==> config.mk <==
export PLATFORM = sky130hd
export DESIGN_NAME = adq_temp
export DESIGN_NICKNAME = d
export VERILOG_FILES = /design/src/rtl/adq_temp.sv
export SDC_FILE = /design/constraint.sdc
export NUM_CORES = 1
export LEC_CHECK = 0
export BUFFER_PORTS_ARGS = -buffer_cell sky130_fd_sc_hd__buf_2
export CORE_MARGIN = 2
export CORE_UTILIZATION = 53
export DETAILED_ROUTE_END_ITERATION = 8
export PLACE_DENSITY = 0.74
export SLEW_MARGIN = 10
export SYNTH_ARGS = -nofsm -noshare
export SYNTH_HDL_FRONTEND = slang
export SYNTH_SLANG_ARGS = --single-unit
==> constraint.sdc <==
create_clock -name clk -period 1.7 [get_ports clk]
set_clock_uncertainty 0.15 [all_clocks]
set_input_delay 0.255 -clock clk [delete_from_list [all_inputs] [get_ports clk]]
set_output_delay 0.255 -clock clk [all_outputs]
set_load 0.01 [all_outputs]
==> src/rtl/adq_temp.sv <==
// adq_temp: periodic temperature acquisition front end.
// Reads an 8-bit serial ADC (MSB first, sampled on sclk rising edges),
// keeps the 3 MSBs as the temperature level and strobes it out on leer.
module adq_temp #(
    parameter int DIV     = 4,     // clk cycles per sclk half-period (>=1)
    parameter int PERIODO = 1000   // idle cycles between conversions (>=2)
) (
    input  logic       clk,
    input  logic       EN,
    input  logic       miso,
    output logic       cs_n,
    output logic       sclk,
    output logic [2:0] dato,
    output logic       leer,
    output logic       ocupado
);

    localparam int PW = (PERIODO > 1) ? $clog2(PERIODO) : 1;
    localparam int DW = (DIV > 1) ? $clog2(DIV) : 1;

    typedef enum logic [1:0] {
        REPOSO   = 2'd0,
        INICIO   = 2'd1,
        TRANSFER = 2'd2,
        FIN      = 2'd3
    } estado_t;

    estado_t         estado;
    logic [PW-1:0]   per_cnt;
    logic [DW-1:0]   div_cnt;
    logic [2:0]      bit_cnt;
    logic [7:0]      muestra;
    logic            div_fin;
    logic            muestrear;

    // End of one sclk half-period (or of the INICIO/FIN hold)
    assign div_fin   = (div_cnt == DW'(DIV - 1));
    // Sample miso exactly when the sclk register is about to go 0 -> 1
    assign muestrear = (estado == TRANSFER) && div_fin && !sclk;

    // Conversion sequencer with registered ADC and load-interface outputs
    always_ff @(posedge clk or negedge EN) begin
        if (!EN) begin
            estado  <= REPOSO;
            per_cnt <= '0;
            div_cnt <= '0;
            bit_cnt <= '0;
            cs_n    <= 1'b1;
            sclk    <= 1'b1;
            dato    <= 3'b000;
            leer    <= 1'b0;
            ocupado <= 1'b0;
        end else begin
            leer <= 1'b0;
            case (estado)
                REPOSO: begin
                    if (per_cnt == PW'(PERIODO - 1)) begin
                        per_cnt <= '0;
                        div_cnt <= '0;
                        bit_cnt <= '0;
                        cs_n    <= 1'b0;
                        ocupado <= 1'b1;
                        estado  <= INICIO;
                    end else begin
                        per_cnt <= per_cnt + 1'b1;
                    end
                end
                INICIO: begin
                    if (div_fin) begin
                        div_cnt <= '0;
                        sclk    <= 1'b0;
                        estado  <= TRANSFER;
                    end else begin
                        div_cnt <= div_cnt + 1'b1;
                    end
                end
                TRANSFER: begin
                    if (div_fin) begin
                        div_cnt <= '0;
                        sclk    <= ~sclk;
                        if (!sclk) begin
                            // 3-bit counter wraps 7 -> 0 on the last rising edge
                            bit_cnt <= bit_cnt + 1'b1;
                            if (bit_cnt == 3'd7) begin
                                estado <= FIN;
                            end
                        end
                    end else begin
                        div_cnt <= div_cnt + 1'b1;
                    end
                end
                FIN: begin
                    if (div_fin) begin
                        div_cnt <= '0;
                        cs_n    <= 1'b1;
                        ocupado <= 1'b0;
                        dato    <= muestra[7:5];
                        leer    <= 1'b1;
                        per_cnt <= '0;
                        estado  <= REPOSO;
                    end else begin
                        div_cnt <= div_cnt + 1'b1;
                    end
                end
                default: begin
                    estado <= REPOSO;
                end
            endcase
        end
    end

    // Sample shift register; fully rewritten before every publish, so no reset
    always_ff @(posedge clk) begin
        if (muestrear) begin
            muestra <= {muestra[6:0], miso};
        end
    end

endmodule

**Word-level counts from Yosys, hierarchy flattened**

Cells that the tools add are included.

- Output and inout bits: 7
- Logic and storage cells: 67
- Register bits after elaboration: 32
- Bits of input ports: 3

- Muxes and demuxes: 27
- $add $sub $neg: 3
- Bitwise gates (word level): 1
- Equal/unequal tests: 12
- Reductions and logical operators: 14

Operators by type and width:

| operator | count |
|---|---|
| two-way mux 10 bit | 2 |
| one-hot mux 10 bit (2 select lines) | 1 |
| two-way mux 2 bit | 8 |
| adder 10 x 1 -> 10 bit (second input constant) | 1 |
| == test 10 bit (second input constant) | 1 |
| != test 2 bit (second input constant) | 5 |
| two-way mux 3 bit | 3 |
| one-hot mux 2 bit (4 select lines) | 1 |
| two-way mux 1 bit | 7 |
| == test 2 bit (second input constant) | 3 |
| one-hot mux 1 bit (2 select lines) | 3 |
| one-hot mux 3 bit (2 select lines) | 1 |
| AND reduction 3 bit | 2 |
| AND reduction 6 bit | 1 |
| nonzero test 2 bit | 3 |
| one-hot mux 2 bit (2 select lines) | 1 |
| AND reduction 2 bit | 2 |
| AND reduction 4 bit | 1 |
| adder 3 x 1 -> 3 bit (second input constant) | 1 |
| == test 3 bit (second input constant) | 1 |
| OR reduction 3 bit | 1 |
| adder 2 x 1 -> 2 bit (second input constant) | 1 |
| == test 2 x 1 -> 1 bit (second input constant) | 1 |
| logical AND 1 bit | 2 |
| other kinds (4) | 4 |

**Logic depth before layout (Yosys ltp)**

- Depth after elaboration: 5
- Gate-level depth with buffers: 7
- Depth with buffers taken out: 6

**Least setup slack after synthesis**

Ideal clock, no wire load.

- Kind: register -> register
- From: register per_cnt[0]
- To: register estado[1]
- Library setup time: 0.125 ns
- Stages on the path, launching flop included: 6
- Period minus slack after synthesis: 1.831 ns
- Path slack: -0.131 ns
- Arrival: 1.556 ns
- Path buffers: 0
- Required time: 1.425 ns
- Cells stage by stage: dfrtp_1 > ha_1 > and4bb_2 > nand3_4 > a22o_1 > mux2_4

- Cells in the longest elaborated chain, start to end: 3

Ends and longest elaborated chain:

| what | RTL line | text |
|---|---|---|
| start: declaration | 29 | `logic [PW-1:0] per_cnt;` |
| start signal: assignment | 65 | `per_cnt <= per_cnt + 1'b1;` |
| == test 10 bit | 57 | `if (per_cnt == PW'(PERIODO - 1)) begin` |
| != test 2 bit (no source line) | - |  |
| AND reduction 6 bit (no source line) | - |  |
| end signal: assignment | 63 | `estado <= INICIO;` |
| end signal: assignment | 72 | `estado <= TRANSFER;` |
| end signal: assignment | 85 | `estado <= FIN;` |
| end: declaration | 28 | `estado_t estado;` |

Every way passes these cells.
A chain may end at the register's enable or synchronous reset.

**Worst setup path after layout**

- From: register per_cnt[1]
- To: register estado[1]

Same word-level chain as after synthesis.

==> results.cfg <==
[global_routing]
grt_max_degree = 25
grt_pass1_vias = 1182
grt_pass1_wl_mm = 5.23
overflow = 0
antenna_found_initial = 0
grt_usage_pct = 20.0

[synth]
synth_xor_area_share_pct = 0.548
syn_area_per_cell_um2 = 11.2
yosys_warnings = 0
synth_top_family_by_area = simple AND/OR/NAND/NOR gates
synth_compound_area_share_pct = 13.5
synth-adder-area-share_pct = 6.26
synth_mux_area_share_pct = 5.01
seq_area_frac_synth_pct = 52.7
netlist_instances = 143
synth_nets = 154
synth_area_um2 = 1600
ys_seq_elements = 32
synth_top_area_cell = dfrtp_1
synth_simple_gate_area_share_pct = 19.6
synth_top_cells_by_area = dfrtp_1 34%, edfxtp_1 15%, ha_1 6.3%
synth_cell_types = 38
yosysTopAreaCellShare_pct = 34.4

[cells_and_area]
nets = 195
syn_to_final_growth_pct = 27.4
fin_util_pct = 72.6
fin_cells = 216
diodes = 0
drive_gt1_share_pct = 35.1

[sta]
relSlewSlack_pct = 65.6
setup_violations = 1
fin_crit_ns = 1.74
fin_setup_tns_ns = -0.0434
fin_ws_ns = -0.0434
fin_crit_sh_pct = 103
rsz0062_at_grt = true
fmax_ghz = 0.574
worst_slew_pin_slew_ns = 0.516
hold_viol = 0
drv_slew = 0

[cts]
clock-sinks = 32
htreeDepth = 2
cts_buffers = 5
clk_pin_slew_ns = 0.10
cts_tree = yes
clock_path_buffers = 2
clock-root-buffer = clkbuf_4
worstSkewPairLatency_ns = 0.33

[routing]
drt_wl_total_mm = 3.15
via_per_inst = 5.82
wire_per_inst_um = 14.6
drtAntennaViolNets = 0
drt_iter0_markers = 73
vias = 1257
drc = 0
first_pass_iters = 4

[floorplanning]
die_y_um = 58.9
num_io_pins = 10
fp.dieW_um = 58.9
die_area_um2 = 3470
rows = 19
coreArea_um2 = 2810
start_util_pct = 57.0

[pwr]
ir_drop_uv = 401
cellPowerDensity_nw_per_um2 = 670
leakage_nw = 0.953

[worst_setup_path]
startpoint_type = flop
required_ns = 1.77
crit_arrival_ns = 1.82
cp-end-kind = flop
worstPathMaxFanout = 4
crit_type = reg -> reg

[placement]
dp.cells = 203
place.gp.congestion = 0.812
port_buffers = 9
dp_hpwl_mm = 2.29
pre_cts_ws_ns = -0.0360

[run_status]
violations = setup timing
run_status = finished, violations left

[worst_hold_path]
hold_class = in -> async

[run]
max-cap-violations = 0
==> worst paths after layout <==
| path | startpoint | cells after the start | end | slack [ns] |
|---|---|---|---|---|
| worst max-delay path | per_cnt[1]$_DFFE_PN0P_ | 5 | estado[1]$_DFFE_PN0P_ | -0.04 |
| worst min-delay path | EN | 2 | bit_cnt[1]$_DFFE_PN0P_ | 0.28 |
| worst max register to register | per_cnt[1]$_DFFE_PN0P_ | 5 | estado[1]$_DFFE_PN0P_ | -0.04 |
| worst min register to register | muestra[3]$_DFFE_PP_ | 0 | muestra[4]$_DFFE_PP_ | 0.29 |
| max in group asynchronous | EN | 2 | cs_n$_DFFE_PN1P_ | 0.75 |
| min in group clk | muestra[3]$_DFFE_PP_ | 0 | muestra[4]$_DFFE_PP_ | 0.29 |
==> critical path, cell delays in order (launching register included) <==
cell and delay [ns]:
dfrtp_1 0.41, ha_4 0.15, and4bb_2 0.28, nand3_4 0.10, a22o_1 0.26, mux2_4 0.30
==> per-stage QoR <==
| stage | power, mW | hold slack [ns] | cell area, um2 |
|---|---|---|---|
| CTS | 1.38 | 0.282 | 1990 |
| floorplan | 0.800 | -0.191 | 1610 |
| finish | 1.36 | 0.280 | 2040 |
| detailed placement | 0.813 | 0.112 | 1870 |
| global placement | 0.813 | 0.115 | 1870 |
| global route | 1.41 | 0.296 | 2040 |
==> logic make-up (layout without fill, tap and decap cells) <==
group / after synthesis / after routing
AO/OA/AOI/OAI: 33 / 33
XOR/XNOR: 1 / 1
adder cells (fa/ha/maj): 8 / 8
buffers and inverters: 10 / 52
flip-flops: 32 / 32
multiplexers: 7 / 7
AND/OR/NAND/NOR: 52 / 52
==> power breakdown <==
part / switching (mW) / internal (mW)
combinational: 0.0110 / 0.00459
sequential: 0 / 0.784
clock: 0.258 / 0.307
total: 0.269 / 1.10
==> synthesized netlist by cell type <==
cell type	n
o311ai_0	1
ha_1	8
nor2_1	2
nand3b_1	2
edfxtp_1	8
mux2i_1	2
dfrtp_1	22
a21o_1	2
inv_1	6
a31oi_2	1
and2_1	4
a21oi_1	10
nand2b_1	5
a22o_1	3
and3_1	2
mux2_2	4
clkbuf_1	4
and4bb_2	1
and4_1	1
nor3_1	2
a211o_1	2
xnor2_1	1
o21bai_1	1
o21ai_0	8
nor2b_1	3
nand4_1	3
a31oi_1	1
or3_1	1
nor3b_1	3
a2bb2oi_1	1
o211ai_1	3
mux2_4	1
nand2_1	7
nand3_1	13
nand4b_1	1
dfstp_2	2
nand3_4	1
or4_1	1
==> what timing repair did <==
item / 4_1_cts / 5_1_grt
setup endpoints to repair: 8 / 15
resized for setup: 1 / 17
hold buffers: 2 / 0
pin swaps: 0 / 3
endpoints found under the hold margin: 23 / 0
setup buffers: 2 / 1
==> per-layer routing <==
layer	vias to the layer above	GRT usage [%]	wire length, um	share of wire (%)
met4	0	7.14	38	1.2
met2	29	32.7	1530	49
met5	-	0	0	0
li1	614	-	-	-
met3	4	3.96	129	4.1
met1	610	26.6	1450	46
==> final cells by class <==
type / instances / area (um2)
inverter: 6 / 22.5
clock inverter: 3 / 42.5
sequential: 32 / 843
multi-input combinational: 101 / 764
clock buffer: 5 / 37.5
timing repair buffer: 38 / 288
tap: 31 / 38.8
fill: 194 / 768
==> placed cells by master, fill, tap and decap left out, drive strengths merged, types with 4 or more instances in the layout <==
cell type   n
buf        36
dfrtp      22
nand3      14
a21oi      10
edfxtp      8
o21ai       8
ha          8
nand2       7
inv         6
clkbuf      5
nand2b      5
mux2        5
and2        4
==> sequential cells by signal, summed over array words and instances, names as in the netlist <==
register / count
muestra: 8
dato: 3
leer: 1
per_cnt: 10
estado: 2
cs_n: 1
bit_cnt: 3
sclk: 1
div_cnt: 2
ocupado: 1
(Power assumes the default switching activity.)
